$ cat config.mk
export PLATFORM = sky130hd
export DESIGN_NAME = csr_sequencer
export DESIGN_NICKNAME = d
export VERILOG_FILES = /design/src/rtl/csr_pkg.sv /design/src/rtl/csr_rmw_alu.sv /design/src/rtl/csr_sequencer.sv
export SDC_FILE = /design/constraint.sdc
export NUM_CORES = 1
export LEC_CHECK = 0
export CORE_ASPECT_RATIO = 1.1
export CORE_MARGIN = 2
export CORE_UTILIZATION = 49
export DETAILED_ROUTE_END_ITERATION = 8
export GPL_TIMING_DRIVEN = 0
export PLACE_DENSITY = 0.81
export RECOVER_POWER = 25
export SYNTH_ARGS = -nofsm -noshare
export SYNTH_HDL_FRONTEND = slang
export SYNTH_SLANG_ARGS = --single-unit
$ cat constraint.sdc
create_clock -name clk -period 8.6 [get_ports clk]
set_input_delay 1.72 -clock clk [delete_from_list [all_inputs] [get_ports clk]]
set_output_delay 1.72 -clock clk [all_outputs]
set_load 0.005 [all_outputs]
$ cat src/rtl/csr_pkg.sv
// Shared constants, encodings and mstatus helpers for the CSR sequencer and its
// read-modify-write ALU.
package csr_pkg;

  localparam logic [11:0] CSR_MSTATUS = 12'h300;
  localparam logic [11:0] CSR_MTVEC   = 12'h305;
  localparam logic [11:0] CSR_MEPC    = 12'h341;
  localparam logic [11:0] CSR_MCAUSE  = 12'h342;

  typedef enum logic [2:0] {
    OP_CSRRW  = 3'd0,
    OP_CSRRS  = 3'd1,
    OP_CSRRC  = 3'd2,
    OP_ECALL  = 3'd3,
    OP_EBREAK = 3'd4,
    OP_MRET   = 3'd5,
    OP_ILL6   = 3'd6,
    OP_ILL7   = 3'd7
  } op_e;

  localparam logic [31:0] CAUSE_ILLEGAL    = 32'd2;
  localparam logic [31:0] CAUSE_BREAKPOINT = 32'd3;
  localparam logic [31:0] CAUSE_ECALL_M    = 32'd11;

  localparam int MSTATUS_MIE    = 3;
  localparam int MSTATUS_MPIE   = 7;
  localparam int MSTATUS_MPP_LO = 11;
  localparam int MSTATUS_MPP_HI = 12;

  typedef enum logic [3:0] {
    ST_IDLE,
    ST_RD,
    ST_WR,
    ST_T_EPC,
    ST_T_CAUSE,
    ST_T_STAT,
    ST_T_VEC,
    ST_M_STAT,
    ST_M_EPC
  } state_e;

  // What the accepted instruction turned into once legality was decided.
  typedef enum logic [1:0] {
    KIND_CSR,
    KIND_TRAP,
    KIND_MRET
  } kind_e;

  function automatic logic write_required(input op_e op, input logic [31:0] wdata);
    return (op == OP_CSRRW) ||
           (((op == OP_CSRRS) || (op == OP_CSRRC)) && (wdata != 32'd0));
  endfunction

  function automatic logic [31:0] trap_mstatus(input logic [31:0] old);
    logic [31:0] nv;
    nv = old;
    nv[MSTATUS_MPIE] = old[MSTATUS_MIE];
    nv[MSTATUS_MIE]  = 1'b0;
    nv[MSTATUS_MPP_HI:MSTATUS_MPP_LO] = 2'b11;
    return nv;
  endfunction

  function automatic logic [31:0] mret_mstatus(input logic [31:0] old);
    logic [31:0] nv;
    nv = old;
    nv[MSTATUS_MIE]  = old[MSTATUS_MPIE];
    nv[MSTATUS_MPIE] = 1'b1;
    nv[MSTATUS_MPP_HI:MSTATUS_MPP_LO] = 2'b11;
    return nv;
  endfunction

endpackage

$ cat src/rtl/csr_rmw_alu.sv
// Combinational read-modify-write datapath for CSRRW/CSRRS/CSRRC: new value
// from the old CSR contents and the source operand, plus whether a write is due.
module csr_rmw_alu
  import csr_pkg::*;
(
  input  op_e         op,
  input  logic [31:0] old,
  input  logic [31:0] wdata,
  output logic [31:0] new_val,
  output logic        write_needed
);

  always_comb begin
    new_val      = '0;
    write_needed = write_required(op, wdata);
    case (op)
      OP_CSRRW: new_val = wdata;
      OP_CSRRS: new_val = old | wdata;
      OP_CSRRC: new_val = old & ~wdata;
      default:  new_val = '0;
    endcase
  end

endmodule

$ cat src/rtl/csr_sequencer.sv
// Multi-cycle controller sequencing the CSR file's async read port and negedge
// write port for CSR read-modify-write, M-mode trap entry and MRET.
module csr_sequencer
  import csr_pkg::*;
#(
  parameter int MTVEC_ALIGN = 2
) (
  input  logic        clk,
  input  logic        rst,
  input  logic        req_valid,
  output logic        req_ready,
  input  logic [2:0]  req_op,
  input  logic [11:0] req_csr,
  input  logic [31:0] req_wdata,
  input  logic [31:0] req_pc,
  output logic        rsp_valid,
  output logic [31:0] rsp_rdata,
  output logic        redirect_valid,
  output logic [31:0] redirect_pc,
  output logic [11:0] csr_addr,
  input  logic [31:0] csr_rdata,
  output logic        csr_we,
  output logic [11:0] csr_waddr,
  output logic [31:0] csr_wdata
);

  localparam logic [31:0] VEC_MASK = ~((32'd1 << MTVEC_ALIGN) - 32'd1);

  // Handshake: a request is taken at a posedge where req_valid && req_ready;
  // req_ready stays low from that edge until the sequence returns to IDLE,
  // so at most one instruction is in flight and none are queued.
  state_e      state;
  kind_e       kind_q;
  op_e         op_q;
  logic [11:0] csr_q;
  logic [31:0] wdata_q;
  logic [31:0] pc_q;
  logic [31:0] cause_q;
  logic [31:0] old_q;

  op_e         req_op_e;
  kind_e       req_kind;
  logic [31:0] req_cause;

  logic [31:0] alu_new;
  logic        alu_write;

  csr_rmw_alu u_alu (
    .op           (op_q),
    .old          (csr_rdata),
    .wdata        (wdata_q),
    .new_val      (alu_new),
    .write_needed (alu_write)
  );

  always_comb begin
    req_op_e  = op_e'(req_op);
    req_kind  = KIND_TRAP;
    req_cause = CAUSE_ILLEGAL;
    case (req_op_e)
      OP_CSRRW, OP_CSRRS, OP_CSRRC: begin
        // Address bits [11:10] == 2'b11 mark read-only CSRs.
        if (!((req_csr[11:10] == 2'b11) && write_required(req_op_e, req_wdata))) begin
          req_kind = KIND_CSR;
        end
      end
      OP_ECALL:  req_cause = CAUSE_ECALL_M;
      OP_EBREAK: req_cause = CAUSE_BREAKPOINT;
      OP_MRET:   req_kind  = KIND_MRET;
      default:   req_cause = CAUSE_ILLEGAL;
    endcase
  end

  // The file's read port is asynchronous, so the vector/return target can only
  // be formed combinationally in the cycle that addresses mtvec or mepc.
  assign redirect_pc = redirect_valid
                     ? ((state == ST_T_VEC) ? (csr_rdata & VEC_MASK) : csr_rdata)
                     : '0;

  always_ff @(posedge clk or posedge rst) begin
    if (rst) begin
      state          <= ST_IDLE;
      kind_q         <= KIND_CSR;
      op_q           <= OP_CSRRW;
      csr_q          <= '0;
      wdata_q        <= '0;
      pc_q           <= '0;
      cause_q        <= '0;
      old_q          <= '0;
      req_ready      <= 1'b1;
      rsp_valid      <= 1'b0;
      rsp_rdata      <= '0;
      redirect_valid <= 1'b0;
      csr_addr       <= '0;
      csr_we         <= 1'b0;
      csr_waddr      <= '0;
      csr_wdata      <= '0;
    end else begin
      rsp_valid      <= 1'b0;
      rsp_rdata      <= '0;
      redirect_valid <= 1'b0;
      csr_we         <= 1'b0;
      csr_waddr      <= '0;
      csr_wdata      <= '0;
      case (state)
        ST_IDLE: begin
          if (req_valid) begin
            state     <= ST_RD;
            req_ready <= 1'b0;
            kind_q    <= req_kind;
            op_q      <= req_op_e;
            csr_q     <= req_csr;
            wdata_q   <= req_wdata;
            pc_q      <= req_pc;
            cause_q   <= req_cause;
            csr_addr  <= (req_kind == KIND_CSR) ? req_csr : CSR_MSTATUS;
          end
        end
        ST_RD: begin
          old_q    <= csr_rdata;
          csr_addr <= '0;
          case (kind_q)
            KIND_CSR: begin
              state     <= ST_WR;
              rsp_valid <= 1'b1;
              rsp_rdata <= csr_rdata;
              csr_we    <= alu_write;
              csr_waddr <= alu_write ? csr_q : '0;
              csr_wdata <= alu_write ? alu_new : '0;
            end
            KIND_TRAP: begin
              state     <= ST_T_EPC;
              csr_we    <= 1'b1;
              csr_waddr <= CSR_MEPC;
              csr_wdata <= pc_q & 32'hFFFF_FFFC;
            end
            default: begin
              state     <= ST_M_STAT;
              csr_we    <= 1'b1;
              csr_waddr <= CSR_MSTATUS;
              csr_wdata <= mret_mstatus(csr_rdata);
            end
          endcase
        end
        ST_WR: begin
          state     <= ST_IDLE;
          req_ready <= 1'b1;
        end
        ST_T_EPC: begin
          state     <= ST_T_CAUSE;
          csr_we    <= 1'b1;
          csr_waddr <= CSR_MCAUSE;
          csr_wdata <= cause_q;
        end
        ST_T_CAUSE: begin
          state     <= ST_T_STAT;
          csr_we    <= 1'b1;
          csr_waddr <= CSR_MSTATUS;
          csr_wdata <= trap_mstatus(old_q);
        end
        ST_T_STAT: begin
          state          <= ST_T_VEC;
          csr_addr       <= CSR_MTVEC;
          redirect_valid <= 1'b1;
        end
        ST_T_VEC: begin
          state     <= ST_IDLE;
          csr_addr  <= '0;
          req_ready <= 1'b1;
        end
        ST_M_STAT: begin
          state          <= ST_M_EPC;
          csr_addr       <= CSR_MEPC;
          redirect_valid <= 1'b1;
        end
        ST_M_EPC: begin
          state     <= ST_IDLE;
          csr_addr  <= '0;
          req_ready <= 1'b1;
        end
        default: begin
          state     <= ST_IDLE;
          csr_addr  <= '0;
          req_ready <= 1'b1;
        end
      endcase
    end
  end

endmodule

==> reports/qor.txt <==
Status -> finished, violations left
Violated checks -> capacitance limit, slew limit
Slew headroom -> -144%
Slew Viols, Final -> 82
Crit path to -> redirect_pc[22]
Post-synth EDFFs -> 0
Crit path largest cell delay -> 0.71 ns
Ys async rst share -> 100%
Synth-to-Final Area Change -> 37.5%
CP startpoint -> csr_rdata[22]
CTS max path bufs -> 3
Place WS -> 3.82 ns
Placement row count -> 51
# hold bufs at CTS -> 0
Syn_area_per_cell -> 9.26 µm²
Vias in the first global route -> 8305
Hold Fails Final Rpt -> 0
Top Layer Used -> met4
Post-Synthesis Cell Area -> 8980 µm²
Gr usage total -> 29.9%
Met1 WL -> 11200 µm
Cell Area, Placed -> 11700 µm²
Crit path max-delay cell type -> dlygate4sd3_1
Die Height -> 146 µm
Initial antenna violation count -> 1
Max Cap Viol -> 1
Critical R2R Launch -> state[3]
Synth area leaders -> dfrtp_1 57%, nand2_1 13%, a21oi_1 3.5%
Synth Instances -> 970
Core Util, Final -> 69.1%
Crit end category -> primary output
P per Cell Area -> 353 nW/µm²
Count of different cell masters after synthesis -> 51
Worst-path clk slew -> 0.06 ns
Die W -> 133 µm
Initial drt markers -> 951
Worst Tran Pin Value -> 3.65 ns
First-pass GRT wire length -> 45300 µm
TritonCTS clock tree -> done
Ports -> 238
Kind of critical path -> in -> out
Final-stage net count -> 1343
Post-CTS Setup Inserts -> 0
Synth top area share -> 57.4%
Reg2reg setup slack -> 6.10 ns
CTS sink count -> 207
RSZ-0062 raised after global routing -> false
Largest net degree at the start of global routing -> 127
Layout cell share with drive strength beyond 1 -> 5.23%
Clock root cell -> clkbuf_16
Met3 routed WL -> 2850 µm
Cts bufs inserted -> 21
Reg2Reg Depth -> 7
Hold/Removal Path Class -> reg -> reg
Most frequently used flop master after synthesis -> dfrtp_1
DR pass1 iterations -> 7
Final Cell Area -> 12400 µm²
Starting Density -> 50.3%
Hold Slack -> 0.476 ns
Post-synth top area cell -> dfrtp_1
Met2 wire len -> 13800 µm
FMAX -> 0.207 GHz
FF-to-FF End -> old_q[15]
Core area -> 17900 µm²
Setup-failing EPs final -> 0
Setup crit start kind -> input pin
WL per Instance -> 19.8 µm
Seq/Total Area, Yosys -> 57.7%
Setup Skew -> 0.0110 ns
Die footprint -> 19400 µm²
Port bufs -> 235
Syn nets -> 1084
Tmin final -> 4.84 ns
Antenna viol nets, final -> 0
Worst-path fanout max -> 5
H-tree depth -> 1
Tcrit/Tclk final -> 56.3%
Critical Path AT -> 3.12 ns
Number of fill cells -> 1379
Routability Congestion -> 0.901
Cells after DPL -> 1444
Post-route non-filler standard cell count -> 1483
Sequence of cells on the critical path -> dlygate4sd3_1, and2_1, clkdlybuf4s50_1
Worst-skew pair later-pin latency -> 0.50 ns
VDD IR-drop max -> 0.224 mV
Grt total ovfl -> 0
Total Wirelength -> 29400 µm
Number of remaining DRC errors -> 0
Worst setup margin -> 3.76 ns
CP required -> 6.88 ns
Setup Total Neg Slack -> 0 ns
Drt via density -> 5.72
#FFs+latches synth -> 207
Post-CTS sizing -> 0
Power Total -> 4.37 mW
Total vias in the final route -> 8484
P_leak -> 5.70 nW
Final HPWL DP -> 21000 µm
Yosys warnings -> 0
logic make-up after synthesis:
| family | Yosys count | share of synthesized area [%] |
|---|---|---|
| flip-flops | 207 | 57.7 |
| multiplexers | 1 | 0.125 |
| AND/OR/NAND/NOR | 497 | 25.4 |
| XOR/XNOR | 1 | 0.0975 |
| buffers and inverters | 83 | 4.12 |
| AO/OA/AOI/OAI | 181 | 12.5 |
flip-flops by register name, summed over array words and instances (netlist names), 2 cells and up:
register	flops
kind_q	2
wdata_q	32
csr_q	12
cause_q	3
op_q	3
csr_wdata	32
csr_waddr	12
rsp_rdata	32
pc_q	30
old_q	29
state	4
csr_addr	12
where the power goes:
part	internal (mW)	total [mW]	switching, mW
Combinational	0.751	1.81	1.06
Clock	0.554	0.936	0.382
Sequential	1.36	1.62	0.257
worst max-delay path: cells and delay by family:
| family | cells | cell delay (ns) |
|---|---|---|
| buf+inv | 2 | 1.22 |
| simple gates | 1 | 0.19 |
cells in the mapped netlist (23+ instances only):
library cell,number
nand2_1,316
dfrtp_1,206
a21oi_1,62
nor2_1,40
clkbuf_1,37
and2_1,35
and3_1,33
nor3b_1,30
o21ai_0,30
a22oi_1,27
o21ai_1,24
buf_2,23
cell type report:
class                   count  area (µm²)  area share (%)
plain buffers              66         299            2.42
inverters                  17        65.1           0.527
well taps                 238         298            2.41
flip-flops and latches    207        5180            41.9
clock buffers              29         606            4.90
multi-input cells         680        3420            27.7
clock inverters             8        96.3           0.780
repair buffers            236        2380            19.3
diodes                      2        5.00          0.0405
routing by layer:
layer  vias up  global-route usage [%]
met2       561                    48.9
met5         -                       0
met4         0                    13.9
li1       3777                       -
met1      4021                    38.6
met3       125                    5.83
cells in the final DEF, fill, tap and decap left out, types with 3 or more instances in the layout:
master           instances
buf_6                    4
clkbuf_1                46
buf_2                   17
o21ai_0                 30
nor4_1                  16
clkbuf_16               21
inv_1                   15
nor2_1                  40
o31ai_1                  5
o21ai_1                 24
and3_1                  33
a221oi_1                 3
and2_1                  35
dlygate4sd3_1           24
clkinv_2                 5
nor3b_1                 31
clkdlybuf4s50_1        211
nand2_1                316
dfrtp_1                206
a32o_1                  10
nand2b_1                 6
a22oi_1                 27
a21oi_1                 63
nor3_1                   8
clkbuf_8                 5
worst min-delay path by stage:
stage	startpoint	end	slack (ns)	cells past startpoint
floorplan	cause_q[1]	cause_q[1]	0.44	1
global placement	pc_q[7]	pc_q[7]	0.45	2
detailed placement	csr_q[9]	csr_q[9]	0.46	2
CTS	csr_q[9]	csr_q[9]	0.48	2
global route	old_q[28]	old_q[28]	0.50	2
finish	csr_q[8]	csr_q[8]	0.48	2
(Power assumes the default switching activity.)
